`src/rtl/acorn128_out_stage.sv`:
```
// acorn128_out_stage: captures the ACORN-128 core result and streams it as OUT_W-bit beats.
// Optional tag authentication in decrypt mode is enabled by ACORN128_TAG_CHECK_EN.
module acorn128_out_stage #(
    parameter int OUT_W = 8,
    parameter int CMP_W = 32
) (
    input  logic               clk,
    input  logic               rst,
    input  logic               core_ready_in,
    input  logic               core_encrypt_in,
    input  logic [127:0]       core_data_in,
    input  logic [127:0]       core_tag_in,
    input  logic [127:0]       expected_tag_in,
    output logic [OUT_W-1:0]   m_data_out,
    output logic               m_valid_out,
    input  logic               m_ready_in,
    output logic               m_last_out,
    output logic               busy_out,
    output logic               done_out,
    output logic               auth_fail_out,
    output logic               overrun_out
);

    localparam int NB_ALL  = 256 / OUT_W;
    localparam int NB_DATA = 128 / OUT_W;
    localparam int BW      = $clog2(NB_ALL + 1);

    typedef enum logic [1:0] {
        S_IDLE,
        S_CMP,
        S_STREAM,
        S_DONE
    } state_t;

    state_t             r_state;
    state_t             w_nstate;
    logic               r_ready_d;
    logic [127:0]       r_data;
    logic [127:0]       r_tag;
    logic [BW-1:0]      r_beat_cnt;
    logic [OUT_W-1:0]   r_dout;
    logic               r_valid;
    logic               r_last;
    logic               r_busy;
    logic               r_done;
    logic               r_overrun;

    logic               w_capture;
    logic               w_hs;
    logic [BW-1:0]      w_nidx;
    logic [BW-1:0]      w_last_idx;
    logic [255:0]       w_st_sh;
    logic [OUT_W-1:0]   w_next_beat;

`ifdef ACORN128_TAG_CHECK_EN
    localparam int NCMP = 128 / CMP_W;
    localparam int CW   = $clog2(NCMP + 1);

    logic [127:0]       r_exp;
    logic               r_enc;
    logic [CMP_W-1:0]   r_diff;
    logic [CW-1:0]      r_cmp_cnt;
    logic               r_auth_fail;
    logic [127:0]       w_tag_sh;
    logic [127:0]       w_exp_sh;
    logic [CMP_W-1:0]   w_diff_nx;
    logic               w_cmp_last;

    // Fixed-length compare: every slice is visited regardless of the data.
    assign w_tag_sh   = r_tag << (32'(r_cmp_cnt) * CMP_W);
    assign w_exp_sh   = r_exp << (32'(r_cmp_cnt) * CMP_W);
    assign w_diff_nx  = r_diff | (w_tag_sh[127 -: CMP_W] ^ w_exp_sh[127 -: CMP_W]);
    assign w_cmp_last = (r_cmp_cnt == CW'(NCMP - 1));
    assign w_last_idx = r_enc ? BW'(NB_ALL - 1) : BW'(NB_DATA - 1);
    assign auth_fail_out = r_auth_fail;
`else
    logic               w_unused_exp;

    assign w_unused_exp  = ^expected_tag_in;
    assign w_last_idx    = BW'(NB_ALL - 1);
    assign auth_fail_out = 1'b0;
`endif

    assign w_capture   = core_ready_in & ~r_ready_d;
    assign w_hs        = r_valid & m_ready_in;
    assign w_nidx      = r_beat_cnt + 1'b1;
    assign w_st_sh     = {r_data, r_tag} << (32'(w_nidx) * OUT_W);
    assign w_next_beat = w_st_sh[255 -: OUT_W];

    assign m_data_out  = r_dout;
    assign m_valid_out = r_valid;
    assign m_last_out  = r_last;
    assign busy_out    = r_busy;
    assign done_out    = r_done;
    assign overrun_out = r_overrun;

    always_comb begin
        w_nstate = r_state;
        unique case (r_state)
            S_IDLE: begin
                if (w_capture) begin
`ifdef ACORN128_TAG_CHECK_EN
                    w_nstate = core_encrypt_in ? S_STREAM : S_CMP;
`else
                    w_nstate = S_STREAM;
`endif
                end
            end
`ifdef ACORN128_TAG_CHECK_EN
            S_CMP: begin
                if (w_cmp_last)
                    w_nstate = (w_diff_nx == '0) ? S_STREAM : S_DONE;
            end
`else
            S_CMP: w_nstate = S_IDLE;
`endif
            S_STREAM: begin
                if (w_hs && r_last)
                    w_nstate = S_DONE;
            end
            S_DONE: w_nstate = S_IDLE;
            default: w_nstate = S_IDLE;
        endcase
    end

    always_ff @(posedge clk or negedge rst) begin
        if (!rst) begin
            r_state <= S_IDLE;
            r_busy  <= 1'b0;
        end else begin
            r_state <= w_nstate;
            r_busy  <= (w_nstate != S_IDLE);
        end
    end

    always_ff @(posedge clk or negedge rst) begin
        if (!rst) begin
            r_ready_d   <= 1'b0;
            r_data      <= '0;
            r_tag       <= '0;
            r_beat_cnt  <= '0;
            r_dout      <= '0;
            r_valid     <= 1'b0;
            r_last      <= 1'b0;
            r_done      <= 1'b0;
            r_overrun   <= 1'b0;
`ifdef ACORN128_TAG_CHECK_EN
            r_exp       <= '0;
            r_enc       <= 1'b0;
            r_diff      <= '0;
            r_cmp_cnt   <= '0;
            r_auth_fail <= 1'b0;
`endif
        end else begin
            r_ready_d <= core_ready_in;
            r_done    <= 1'b0;
            // A new result while busy is dropped and only flagged.
            if (w_capture && r_state != S_IDLE)
                r_overrun <= 1'b1;
            case (r_state)
                S_IDLE: begin
                    if (w_capture) begin
                        r_data <= core_data_in;
                        r_tag  <= core_tag_in;
`ifdef ACORN128_TAG_CHECK_EN
                        r_exp       <= expected_tag_in;
                        r_enc       <= core_encrypt_in;
                        r_auth_fail <= 1'b0;
                        r_diff      <= '0;
                        r_cmp_cnt   <= '0;
                        if (core_encrypt_in) begin
                            r_valid    <= 1'b1;
                            r_dout     <= core_data_in[127 -: OUT_W];
                            r_last     <= 1'b0;
                            r_beat_cnt <= '0;
                        end
`else
                        r_valid    <= 1'b1;
                        r_dout     <= core_data_in[127 -: OUT_W];
                        r_last     <= 1'b0;
                        r_beat_cnt <= '0;
`endif
                    end
                end
`ifdef ACORN128_TAG_CHECK_EN
                S_CMP: begin
                    r_diff    <= w_diff_nx;
                    r_cmp_cnt <= r_cmp_cnt + 1'b1;
                    if (w_cmp_last) begin
                        if (w_diff_nx == '0) begin
                            r_valid    <= 1'b1;
                            r_dout     <= r_data[127 -: OUT_W];
                            r_last     <= (NB_DATA == 1);
                            r_beat_cnt <= '0;
                        end else begin
                            // Unauthenticated plaintext must never leave the block.
                            r_auth_fail <= 1'b1;
                            r_data      <= '0;
                            r_tag       <= '0;
                            r_done      <= 1'b1;
                        end
                    end
                end
`endif
                S_STREAM: begin
                    if (w_hs) begin
                        if (r_last) begin
                            r_valid <= 1'b0;
                            r_last  <= 1'b0;
                            r_dout  <= '0;
                            r_done  <= 1'b1;
                        end else begin
                            r_beat_cnt <= w_nidx;
                            r_dout     <= w_next_beat;
                            r_last     <= (w_nidx == w_last_idx);
                        end
                    end
                end
                S_DONE: begin
                    r_data     <= '0;
                    r_tag      <= '0;
                    r_beat_cnt <= '0;
`ifdef ACORN128_TAG_CHECK_EN
                    r_exp     <= '0;
                    r_enc     <= 1'b0;
                    r_diff    <= '0;
                    r_cmp_cnt <= '0;
`endif
                end
                default: ;
            endcase
        end
    end

endmodule

```
`config.mk`:
```
export PLATFORM = sky130hd
export DESIGN_NAME = acorn128_out_stage
export DESIGN_NICKNAME = d
export VERILOG_FILES = /design/src/rtl/acorn128_out_stage.sv
export SDC_FILE = /design/constraint.sdc
export NUM_CORES = 1
export LEC_CHECK = 0
export CAP_MARGIN = 20
export CORE_MARGIN = 2
export CORE_UTILIZATION = 39
export CTS_CLUSTER_DIAMETER = 40
export CTS_CLUSTER_SIZE = 20
export DETAILED_ROUTE_END_ITERATION = 7
export DONT_BUFFER_PORTS = 1
export GPL_TIMING_DRIVEN = 1
export SLEW_MARGIN = 20
export SYNTH_ARGS = -nofsm -noshare
export SYNTH_HDL_FRONTEND = slang
export SYNTH_SLANG_ARGS = --single-unit
```
`constraint.sdc`:
```
create_clock -name clk -period 3.12 [get_ports clk]
set_input_delay 0.624 -clock clk [delete_from_list [all_inputs] [get_ports clk]]
set_output_delay 0.624 -clock clk [all_outputs]
set_load 0.01 [all_outputs]
```
Word-level counts from Yosys, hierarchy flattened

Index checks and enable logic that the tools add are counted.

$add $sub $neg: 1
Multiply operators: 0
Div/mod/pow operators: 0
$lt $le $gt $ge: 0
Eq/ne operators: 8
Shift-type cells: 1
Multiplexer cells: 26
Bitwise logic cells: 3
Reduce and logical (&&, ||, !) cells: 13

Operators by type and width:

| kind                                                | number |
|---|---|
| one-hot mux 128 bit (2 select lines)                | 2 |
| 2-to-1 mux 128 bit                                  | 2 |
| left shift 256 x 9 -> 256 bit                       | 1 |
| 2-to-1 mux 8 bit                                    | 3 |
| 2-to-1 mux 6 bit                                    | 3 |
| one-hot mux 6 bit (3 select lines)                  | 1 |
| one-hot mux 8 bit (2 select lines)                  | 1 |
| 2-to-1 mux 1 bit                                    | 9 |
| != test 2 bit, second input constant                | 4 |
| AND reduction 4 bit                                 | 2 |
| nonzero test 2 bit                                  | 4 |
| adder 6 x 1 -> 6 bit, second input constant         | 1 |
| equality test 6 x 5 -> 1 bit, second input constant | 1 |
| one-hot mux 2 bit (3 select lines)                  | 1 |
| equality test 2 bit, second input constant          | 2 |
| 2-to-1 mux 2 bit                                    | 2 |
| one-hot mux 1 bit (2 select lines)                  | 2 |
| AND reduction 3 bit                                 | 1 |
| nonzero test 3 bit                                  | 1 |
| AND 1 bit                                           | 2 |
| equality test 2 x 1 -> 1 bit, second input constant | 1 |
| logical AND 1 bit                                   | 2 |
| zero test 2 bit                                     | 1 |
| AND reduction 2 bit                                 | 1 |
| other kinds (2)                                     | 2 |

Register bits after elaboration: 278
Bits in latches: 0
Bits in writable memories: 0
Bits in read-only memories: 0
Input port bits: 389
Output and inout port bits: 14
Memories kept: 0

Logic depth before layout (Yosys ltp)

Gate-level depths: netlist of run 1.

Depth in word-level cells: 5
Depth in mapped cells: 11
Mapped depth without buffers: 7

Worst setup path before layout of run 1

No wires, ideal clock.

Path kind: reg-to-reg
Start: reg r_beat_cnt[0]
End: reg r_dout[0], in the netlist m_data_out[0]
Setup time: 0.130 ns
Data arrival time: 2.041 ns
Required time: 2.990 ns
Setup slack: 0.949 ns
Cell stages (with the launch flop): 12
Path buffers: 4
Clock period less this slack: 2.171 ns
Path through: dfrtp_1 -> buf_2 -> buf_4 -> inv_1 -> ha_1 -> buf_2 -> buf_2 -> mux4_2 -> mux2i_1 -> o21ai_0 -> nand2_1 -> o31ai_2

Longest elaborated chain between the ends: 5

RTL lines:

| item                               | RTL line | source |
|---|---|---|
| start, declared                    | 40       | `logic [BW-1:0] r_beat_cnt;` |
| start signal, assigned             | 213      | `r_beat_cnt <= w_nidx;` |
| adder 6 x 1 -> 6 bit               | 86       | `assign w_nidx = r_beat_cnt + 1'b1;` |
| left shift 256 x 9 -> 256 bit      | 87       | `assign w_st_sh = {r_data, r_tag} << (32'(w_nidx) * OUT_W);` |
| 2-to-1 mux 8 bit                   | 207      | `if (r_last) begin` |
| 2-to-1 mux 8 bit                   | 206      | `if (w_hs) begin` |
| one-hot mux 8 bit (2 select lines) | 160      | `case (r_state)` |
| end signal, assigned               | 179      | `r_dout <= core_data_in[127 -: OUT_W];` |
| end signal, assigned               | 214      | `r_dout <= w_next_beat;` |
| end, declared                      | 41       | `logic [OUT_W-1:0] r_dout;` |

No other way between the ends. The select of a mux whose other input is x is not followed.
A chain may end at the register's enable or synchronous reset.

Final worst setup path of run 1

Start: reg r_beat_cnt[1]
End: reg r_dout[2], in the netlist m_data_out[2]

Same word-level chain as after synthesis.

==> results of run 1 <==
-- cell type report --
class | instances | area [sq um]
sequential | 278 | 6960
timing repair buffer | 11 | 157.7
clock inverter | 32 | 332.8
clock buffer | 50 | 1165
inverter | 2 | 10.01
tap | 396 | 495.5
fill | 2701 | 16750
multi-input combinational | 479 | 4795
-- stage by stage --
step / power, mW / utilization / setup WS, ps
after floorplan: 5.738 / - / 948.6
after global placement: 6.459 / 0.4049 / 486.0
after detailed placement: 6.482 / 0.4049 / 437.0
after CTS: 11.45 / 0.4537 / 442.5
after global routing: 11.80 / 0.4537 / 381.9
final: 11.30 / 0.4537 / 525.7
-- cells in the mapped netlist, types with 2 or more instances --
cell type / number / share of area
dfrtp_1: 278 / 0.57
a22o_1: 256 / 0.18
mux4_2: 64 / 0.12
nand2_1: 50 / 0.015
clkbuf_1: 45 / 0.014
buf_2: 18 / 0.0074
o21ai_0: 17 / 0.0070
mux2i_1: 16 / 0.013
buf_1: 12 / 0.0037
nand3_1: 12 / 0.0049
buf_4: 9 / 0.0056
a22oi_1: 8 / 0.0049
a32o_1: 8 / 0.0066
o31ai_2: 8 / 0.0082
a21oi_1: 4 / 0.0016
buf_6: 4 / 0.0037
nand2b_1: 3 / 0.0015
ha_1: 2 / 0.0021
mux2_2: 2 / 0.0019
nand3b_1: 2 / 0.0012
nor2_1: 2 / 0.00062
nor4b_1: 2 / 0.0014
o21bai_1: 2 / 0.0012
xnor2_1: 2 / 0.0014
xor2_1: 2 / 0.0014
-- repair_timing --
action,in CTS,in global routing
setup buffers,0,0
endpoints found under the setup margin,0,0
endpoints found under the hold margin,278,278
-- layer usage --
layer  GRT usage  up-vias
met2      0.2882      334
met3     0.07437       48
met4     0.05581        0
met1      0.2822     3928
li1            -     3304
met5           0        -
-- state kept, by name, summed over array words and instances, names as in the netlist, 2 cells and up --
signal / count
r_state: 2
r_beat_cnt: 6
r_data: 128
m_data_out: 8
r_tag: 128
-- power by group --
part / total [mW] / leakage, nW / internal, mW / switching (mW)
sequential: 4.09 / 3.57 / 3.85 / 0.248
clock: 4.90 / 0.727 / 3.01 / 1.89
combinational: 2.31 / 2.07 / 1.05 / 1.26
-- worst max-delay path, cell delays in order, from the launching register on --
cell and delay, ps:
dfrtp_1 450, ha_1 490, xor2_4 470, buf_4 300
mux2i_1 450, a32o_1 250, o31ai_2 70
-- worst max-delay path by stage --
stage                  startpoint             to  slack [ps]
floorplan           r_beat_cnt[0]  m_data_out[0]         950
global placement    r_beat_cnt[1]  m_data_out[1]         490
detailed placement  r_beat_cnt[1]  m_data_out[1]         440
CTS                 r_beat_cnt[1]  m_data_out[1]         440
global route        r_beat_cnt[1]  m_data_out[1]         380
finish              r_beat_cnt[1]  m_data_out[2]         530
-- logic make-up (layout without fill, tap and decap cells) --
| kind of cell | count (synthesis) | in the layout | share of synthesized area |
|---|---|---|---|
| DFF | 278 | 278 | 0.5727 |
| adders and majority gates | 2 | 2 | 0.002060 |
| muxes | 82 | 82 | 0.1337 |
| other | 1 | 1 | 0.0003087 |
| and+or+nand+nor | 80 | 80 | 0.03172 |
| xor gates and xnor gates | 6 | 6 | 0.006490 |
| AOI/OAI and AO/OA | 308 | 308 | 0.2179 |
| buffers and inverters | 90 | 95 | 0.03512 |
==> impl_metrics.toml, run 1 <==
[sta]
max_clock_freq_mhz = 385.5
slew_headroom = 0.4472
skew_ps = 17.98
hold_violations = 278
setup_violations = 0
grt_setup_unrepaired = "no"
setup_tns_ps = 0
worstMarginPinSlew_ps = 825.2
whs_ps = -209.6
period_needed_ps = 2594
drv_slew = 0
period_share = 0.8315

[critical_path]
worst-setup-path-type = "flip-flop to flip-flop"
worst_ep_required_time_ps = 3540
cp.arrival_ps = 3020
r2r_start = "r_beat_cnt[1]"
cp-end-kind = "flip-flop"
reg2reg_depth = 6
path_max_fanout = 10
r2r_slack_ps = 530
cp-start-kind = "flip-flop"
worstReg2RegEnd = "m_data_out[2]"

[final_layout]
final_common_cell = "dfrtp_1"
drive_above_1_share = 0.2054
antenna_cells = 0
fin_area_sq_um = 13920
final_cells = 1248
num-nets-final = 1208
final_cell_mix = "277 x dfrtp_1, 256 x a22o_1, 64 x mux4_2"
syn_to_final_growth_pct = 14.55

[synthesis]
synth_cell_types = 44
syn_area_sq_um = 12150
yosysWarnings = 0
synth-edff-count = 0
ys_ff_latch = 278
synthFlopType = "dfrtp_1"
syn_inst = 847
async_reset_ff_frac = 1.000
yosysSeqAreaShare = 0.5727
avgSynthCellArea_sq_um = 14.34
syn_nets = 1238

[clocking]
cts_root_buf = "clkbuf_16"
cts_resized = 0
insertion_delay_ps = 540
cts_tree = "built"
cts_made_buffers = 45
clk_pin_slew_ps = 50
clockBufferDepth = 3
cts.sink_count = 278
ctsHtreeMaxLevel = 2

[floorplan]
die_w_um = 180.5
placement_rows = 64
die_area_sq_um = 32580
die_y_um = 180.5
top_level_ports = 403
coreArea_sq_um = 30670
start_util = 0.3961

[outcome]
status = "finished with violations"
violations = "negative hold slack"

[routing]
vias = 7614
wl_met1_mm = 14.18
routedWlPerCell_um = 26.10
routed_wl_mm = 32.57
final_antenna_net_count = 0
wl_met2_mm = 14.35
drtIter0Drc = 526
top_layer = "met4"
first_pass_iters = 5
viasPerCell = 6.101
wl_met3_mm = 3.371
drc_errors = 0

[min_path]
hold_path.class = "input port to async pin"

[placed_design]
hpwl_mm = 21.15
io_buffers = 0
place_congestion = 0.7732
postPlaceCellArea_sq_um = 12420
placed_cells = 1166

[global_routing]
grt_antenna_before_repair = 0
gr-total-overflow = 0
grt_use_total = 0.1994
grt_pass1_vias = 7883
grt_max_degree = 279
grt_pass1_wl_mm = 49.95

[job]
cap_violations = 0

[power]
ir_drop_uv = 473.3
power_density_nw_per_um2 = 812.1
leakagePower_nw = 6.370
Note: power is estimated with default switching activity, not from simulation.
==> run 2, diff against run 1 <==
clock period = 2.3 ns   (was 3.12 ns; I/O delays follow)
==> impl_metrics.toml, run 2 (synthesized netlist as in run 1, its figures left out) <==
[outcome]
status = "finished with violations"
violations = "negative hold slack"

[global_routing]
gr-total-overflow = 0
grt_use_total = 0.2027
grt_antenna_before_repair = 0
grt_pass1_wl_mm = 50.72
grt_max_degree = 279
grt_pass1_vias = 8139

[power]
power_density_nw_per_um2 = 1090
ir_drop_uv = 538.7
leakagePower_nw = 6.519

[final_layout]
syn_to_final_growth_pct = 17.17
final_cell_mix = "277 x dfrtp_1, 256 x a22o_1, 64 x mux4_2"
drive_above_1_share = 0.2356
num-nets-final = 1238
final_common_cell = "dfrtp_1"
final_cells = 1279
antenna_cells = 0

[clocking]
cts_hold_buffers = 1
ctsHtreeMaxLevel = 2
cts_made_buffers = 44
cts_root_buf = "clkbuf_16"
insertion_delay_ps = 540
cts.sink_count = 278
cts_tree = "built"
clockBufferDepth = 3
clk_pin_slew_ps = 60

[routing]
routedWlPerCell_um = 26.08
first_pass_iters = 4
drc_errors = 0
drtIter0Drc = 592
routed_wl_mm = 33.35
vias = 7707
viasPerCell = 6.026
final_antenna_net_count = 0

[critical_path]
crit_chain = "inv_1 > ha_4 > buf_12 > mux4_2 > mux2i_1 > buf_4 > a32o_1 > o31ai_2"
cp_num_buf_inv = 3
worst_ep_required_time_ps = 2710
cp_slowest_cell = "dfrtp_4"
path_delay_family = "multiplexers"
cp-start-kind = "flip-flop"
worst-setup-path-type = "flip-flop to flip-flop"
path_max_fanout = 22
cp.arrival_ps = 2630
max_stage_delay_ps = 480
cp-end-kind = "flip-flop"

[sta]
period_share = 0.9671
worstMarginPinSlew_ps = 613.6
period_needed_ps = 2224
skew_ps = 17.80
max_clock_freq_mhz = 449.6
drv_slew = 0
setup_slack_ps = 75.77
setup_violations = 0
whs_ps = -369.3
slew_headroom = 0.5909
hold_violations = 278

[min_path]
hold_path.class = "input port to async pin"

[floorplan]
start_util = 0.3961
die_w_um = 180.5
die_area_sq_um = 32580
top_level_ports = 403
die_y_um = 180.5
placement_rows = 64
coreArea_sq_um = 30670

[placed_design]
placed_cells = 1194
place_ws_ps = -32.11
place_congestion = 0.7670
io_buffers = 0
hpwl_mm = 22.27

[job]
cap_violations = 0
run 2: cell count changes in the layout (fill, tap and decap cells not counted), sizes merged:
cell	change
clkbuf	+2
bufinv	-2
buf	+29
dlygate4sd3	+1
clkinvlp	+1
run 2: metal layers:
layer  vias to the layer above  part of all wire  global-route usage  routed length (um)
met1                      3983              0.44              0.2834               14630
met4                         0             0.027             0.06419                 884
met5                         -                 0                   0                   0
met3                        62             0.091             0.07154                3044
li1                       3377                 -                   -                   -
met2                       285              0.44              0.2966               14800
run 2: worst paths after layout:
path | cells past startpoint | slack, ps | start | to
worst max-delay path | 8 | 80 | r_beat_cnt[0] | m_data_out[7]
worst max register to register | 8 | 80 | r_beat_cnt[0] | m_data_out[7]
min in group clk | 1 | 60 | core_data_in[22] | r_data[22]
worst min-delay path | 0 | -370 | rst | busy_out
worst min register to register | 1 | 490 | r_tag[103] | r_tag[103]
max in group asynchronous | 0 | 2150 | rst | r_tag[103]
run 2: timing repair:
action                                  CTS  global route
endpoints found under the setup margin    2             6
gates cloned                              0             1
gates resized for setup                   4             4
setup buffers                             0             1
hold endpoints to repair                279           278
run 2: final cells by class:
| cell class | count | area (sq um) |
|---|---|---|
| Multi-Input combinational cell | 479 | 4831 |
| Fill cell | 2666 | 16440 |
| Timing Repair Buffer | 42 | 505.5 |
| Inverter | 2 | 10.01 |
| Sequential cell | 278 | 6960 |
| Tap cell | 396 | 495.5 |
| Clock inverter | 31 | 272.8 |
| Clock buffer | 51 | 1159 |
run 2: power by group:
part	switching [mW]	internal [mW]
registers	0.334	5.22
logic	1.80	1.79
clock network	2.54	3.83
run 2: per-stage QoR:
stage                     power (mW)   TNS (ps)  area, sq um  utilization
after floorplan                7.784          0        12150            -
after global placement         9.124     -91.74        12720       0.4146
after detailed placement       9.153     -32.11        12720       0.4146
after CTS                      15.65          0        14180       0.4624
after global routing           16.19  -0.004219        14230       0.4641
final                          15.52          0        14230       0.4641
==> run 3, diff against run 2 <==
CAP_MARGIN = unset   (was 20)
==> results of run 3 <==
No change in the layout: final DEF, timing and power equal those of run 2.
==> patch 1, RTL diff (settings of run 3) <==
Add a define of `ACORN128_TAG_CHECK_EN`.
--- a/src/rtl/acorn128_out_stage.sv
+++ b/src/rtl/acorn128_out_stage.sv
@@ -2,2 +2,4 @@
 // Optional tag authentication in decrypt mode is enabled by ACORN128_TAG_CHECK_EN.
+`define ACORN128_TAG_CHECK_EN
+
 module acorn128_out_stage #(
Behaviour: not the same (a bounded check fails within 4 cycles, from zero or initial values and one cycle with rst low).
==> patch 1 against run 3 <==
The run ends with hold timing, setup timing left; critical endpoint is now r_data[91]$_DFFE_PN0P_; setup slack got worse by 0.92 ns; power rose to 3.6 times the old value; critical path depth rose by 3; sequential cell count rose by 165; routed wire length rose by 140%; area after synthesis rose by 100%; sequential share of layout area fell by 13 points; cell area rose by 120%.
==> patch 1: results (changes against run 3) <==
crit path DAT: 3.63 ns (+1.00 ns)
Yosys cell types: 55 (+25%)
Setup Buffers After CTS: 7 (+7)
# hold bufs at CTS: 83 (+82)
status: finished, violations left
failing checks: hold timing, setup timing
post-CTS sizing: 36 (+32)
power per cell area: 1790 mW/mm^2 (+64%)
first-pass GRT wire length: 116,000 um (+130%)
PnR worst setup slack: -0.844 ns (-0.920 ns)
M1 wire length: 34,400 um (+140%)
Inst Count DP: 3,153 (+160%)
initial antenna violation count: 4 (+4)
CTS H-Tree Depth: 3 (+1)
met3 wire len: 5060 um (+66%)
Setup violations, final: 276 (+276)
GP Congestion: 0.943 (+23%)
met1 global-route usage: 32.1% (+3.8 points)
CP delay by family, top: buffers and inverters
critical path fanouts, max: 12 (-45%)
met3 Use GR: 4.85% (-2.3 points)
GRT Overall Usage: 24.3% (+4.1 points)
met2 routed WL: 37,900 um (+160%)
final hold vios: 443 (+59%)
Synth Area per Inst: 11.3 um^2 (-21%)
worst skew pair latency: 0.62 ns (+0.08 ns)
R2R cell count: 11 (+3)
CTS Buf Count: 80 (+82%)
worst vdd ir: 800 uV (+49%)
met2 Usage GRT: 39.5% (+9.9 points)
skew final: 0.0242 ns (+0.00639 ns)
register area share after synthesis: 45.1% (-12 points)
Layout Cells excl Fill: 3,393 (+170%)
worst hold slack: -0.388 ns (-0.0187 ns)
DR iter-0 viols: 1,320 (+120%)
DP Area: 0.0274 mm^2 (+120%)
DP HPWL: 59,900 um (+170%)
patch 1: how the worst min path moves through the flow:
stage                                     end  slack, ns  depth (start not counted)
floorplan           auth_fail_out$_DFFE_PN0P_       0.16                          0
detailed placement       r_tag[4]$_DFFE_PN0P_       0.20                          0
global route          r_data[101]$_DFFE_PN0P_      -0.43                          0
finish                r_data[101]$_DFFE_PN0P_      -0.39                          0
CTS                   r_data[103]$_DFFE_PN0P_      -0.44                          0
global placement         r_tag[5]$_DFFE_PN0P_       0.20                          0
patch 1: report_power, final:
group          leakage [nW]  internal, W  switching (W)  total, W
combinational          7.16       0.0157         0.0141    0.0298
clock                  1.31      0.00746        0.00431    0.0118
sequential             5.46       0.0115        0.00287    0.0144
patch 1: cells by family (layout without fill, tap and decap cells):
| kind of cell | after synthesis | after routing | synth area share, % |
|---|---|---|---|
| adder cells (fa/ha/maj) | 9 | 9 | 0.458 |
| flip-flops | 443 | 443 | 45.1 |
| multiplexers | 353 | 353 | 22.3 |
| AND/OR/NAND/NOR | 760 | 760 | 16.3 |
| other | 0 | 1 | 0 |
| buffers and inverters | 182 | 553 | 3.85 |
| AO/OA/AOI/OAI | 293 | 293 | 7.10 |
| XOR/XNOR | 135 | 135 | 4.81 |
patch 1: stage by stage:
step                worst slack, ns  setup TNS (ns)
floorplan                    -0.586         -145.95
global placement             -0.974         -251.24
detailed placement           -0.985         -252.19
CTS                          -0.845         -218.86
global route                 -0.931         -243.54
finish                       -0.844         -218.38
patch 1: area by class of cell:
type                    count  area share, %
well taps                 846           3.38
clock inverters            48           1.65
diodes                      1        0.00799
multi-input cells        1550           41.2
flip-flops and latches    443           35.4
repair buffers            380           11.1
clock buffers              97           6.89
inverters                  28          0.336
==> patch 2, RTL diff (settings of run 3) <==
Made on the original files. The 4 states of `state_t` get a one-hot encoding in 4 bits.
--- a/src/rtl/acorn128_out_stage.sv
+++ b/src/rtl/acorn128_out_stage.sv
@@ -27,7 +27,7 @@
 
-    typedef enum logic [1:0] {
-        S_IDLE,
-        S_CMP,
-        S_STREAM,
-        S_DONE
+    typedef enum logic [3:0] {
+        S_IDLE   = 4'b0001,
+        S_CMP    = 4'b0010,
+        S_STREAM = 4'b0100,
+        S_DONE   = 4'b1000
     } state_t;
Behaviour: no difference found for any inputs over 4 cycles, from zero or initial values and one cycle with rst low; so few cycles prove little.
==> patch 2 against run 3 <==
The run still ends with hold timing left; hold slack better by 0.019 ns; first-iteration DRC count is 5.9% lower; die area hardly changed; largest cell class unchanged; routed wire length is 0.20% higher; cell area is 1.7% higher; area after synthesis hardly changed; setup slack worse by 0.030 ns; sequential cell count is 2 higher.
Power is not compared: it rests on default switching activity, and its combinational part moved more than twofold at a synthesized area within 25%.
==> patch 2: results (changes against run 3) <==
status: finished, violations left
failing checks: hold timing
DP HPWL: 23,000 um (+3.1%)
Syn. warnings: 0 (unchanged)
Inst Count DP: 1,223 (+2.4%)
GP Congestion: 0.780 (+1.7%)
vias: 7,748 (+0.53%)
Switching Fraction: 24.6%
drt total wl: 33,400 um (+0.20%)
DP Area: 0.0129 mm^2 (+1.5%)
dpl ws: 0.00630 ns (+0.0384 ns)
crit path DAT: 2.67 ns (+0.04 ns)
crit path max-delay cell type: dfrtp_4
worst vdd ir: 737 uV
GRT Overall Usage: 20.4% (+0.13 points)
Max Used Layer: met5
initial antenna violation count: 1 (+1)
Hold WC Path Type: in -> async
first-pass GRT wire length: 51,100 um (+0.69%)
# fillers: 2,671 (+0.19%)
layout cell share with drive strength beyond 1: 22.9% (-0.67 points)
# diodes: 0 (unchanged)
register area share after synthesis: 57.7% (+0.43 points)
met3 wire len: 3140 um (+3.2%)
final hold vios: 280 (+0.72%)
Synth Area per Inst: 14.1 um^2 (-1.9%)
critical path fanouts, max: 17 (-23%)
Worst-path clk slew: 0.06 ns (about the same)
largest net degree at the start of global routing: 281 (+0.72%)
Layout Cells excl Fill: 1,305 (+2.0%)
worst hold slack: -0.350 ns (+0.0191 ns)
main area contributors after synthesis: dfrtp_1, a22o_1, mux4_2
DRT Pass-1 Iters: 5 (+1)
Synth top cells by count: dfrtp_1, a22o_1, mux4_2, clkbuf_1, nand2_1
met2 routed WL: 15,000 um (+1.4%)
DR iter-0 viols: 557 (-5.9%)
PortBufs: 0 (unchanged)
skew final: 0.0210 ns (+0.00318 ns)
Max-slew headroom: 38.9% (-20 points)
vias in the first global route: 8,091 (-0.59%)
M1 wire length: 14,300 um (-2.1%)
[patch 2: cell types whose count changed after synthesis, moves of 3 or more]
| cell | run 3 | this run |
|---|---|---|
| inv_1 | 1 | 5 |
| and3_1 | 1 | 4 |
| buf_1 | 12 | 3 |
| o21ai_1 | 0 | 8 |
| buf_6 | 4 | 0 |
| nand2_1 | 50 | 46 |
| nand3_1 | 12 | 20 |
| buf_4 | 9 | 1 |
| buf_2 | 18 | 36 |
| o31ai_2 | 8 | 0 |
| nor3_1 | 0 | 3 |
[patch 2: worst max-delay path, delay by kind of cell (launching register included)]
kind,cells,cell delay [ns]
AO/OA/AOI/OAI,2,0.18
multiplexers,2,0.69
buffers and inverters,3,0.45
adder cells (fa/ha/maj),1,0.32
flip-flops,1,0.49
[patch 2: kinds of logic (layout without fill, tap and decap cells)]
logic type | after synthesis | in the layout | share of synthesized area (%)
compound gates | 310 | 310 | 21.5
flops | 280 | 280 | 57.7
simple gates | 92 | 92 | 3.70
buf+inv | 92 | 137 | 3.25
mux | 81 | 81 | 13.3
xor+xnor | 5 | 5 | 0.361
fa+ha+maj | 2 | 2 | 0.206
other cells | 1 | 2 | 0.0309
[patch 2: final timing paths]
path / endpoint / depth (start not counted) / slack, ns / startpoint
max reg2reg: m_data_out[1]$_DFFE_PN0P_ / 8 / 0.05 / r_beat_cnt[0]$_DFFE_PN0P_
max: m_data_out[1]$_DFFE_PN0P_ / 8 / 0.05 / r_beat_cnt[0]$_DFFE_PN0P_
min reg2reg: r_data[51]$_DFFE_PN0P_ / 1 / 0.49 / r_data[51]$_DFFE_PN0P_
min in group clk: r_data[70]$_DFFE_PN0P_ / 1 / 0.06 / core_data_in[70]
max in group asynchronous: r_beat_cnt[0]$_DFFE_PN0P_ / 0 / 1.81 / rst
min: r_data[34]$_DFFE_PN0P_ / 0 / -0.35 / rst
[patch 2: power by group through the flow]
stage | Sequential, W | Clock [W] | Combinational, W
final | 0.00641 | 0.00674 | 0.00173
after global routing | 0.00651 | 0.00712 | 0.00189
after CTS | 0.00640 | 0.00690 | 0.00175
after detailed placement | 0.00646 | 0 | 0.00173
after global placement | 0.00644 | 0 | 0.00169
after floorplan | 0.00626 | 0 | 0.00133
[patch 2: layout make-up]
class	instances	area [um^2]	share of cell area [%]
flip-flops and latches	280	7010	48.5
multi-input cells	492	4820	33.3
clock buffers	57	1260	8.72
repair buffers	51	598	4.13
well taps	396	495	3.42
clock inverters	24	268	1.85
inverters	5	18.8	0.130
[patch 2: what timing repair did]
item                       CTS  global route
pin swaps                    0             1
setup buffers                0             0
gates resized for setup      2             5
hold endpoints to repair   281           280
setup endpoints to repair    2             6
[patch 2: layer usage]
metal	up-vias	track usage, %
met2	289	29.6
met4	2	6.35
met5	-	0
li1	3454	-
met3	64	7.46
met1	3939	28.6
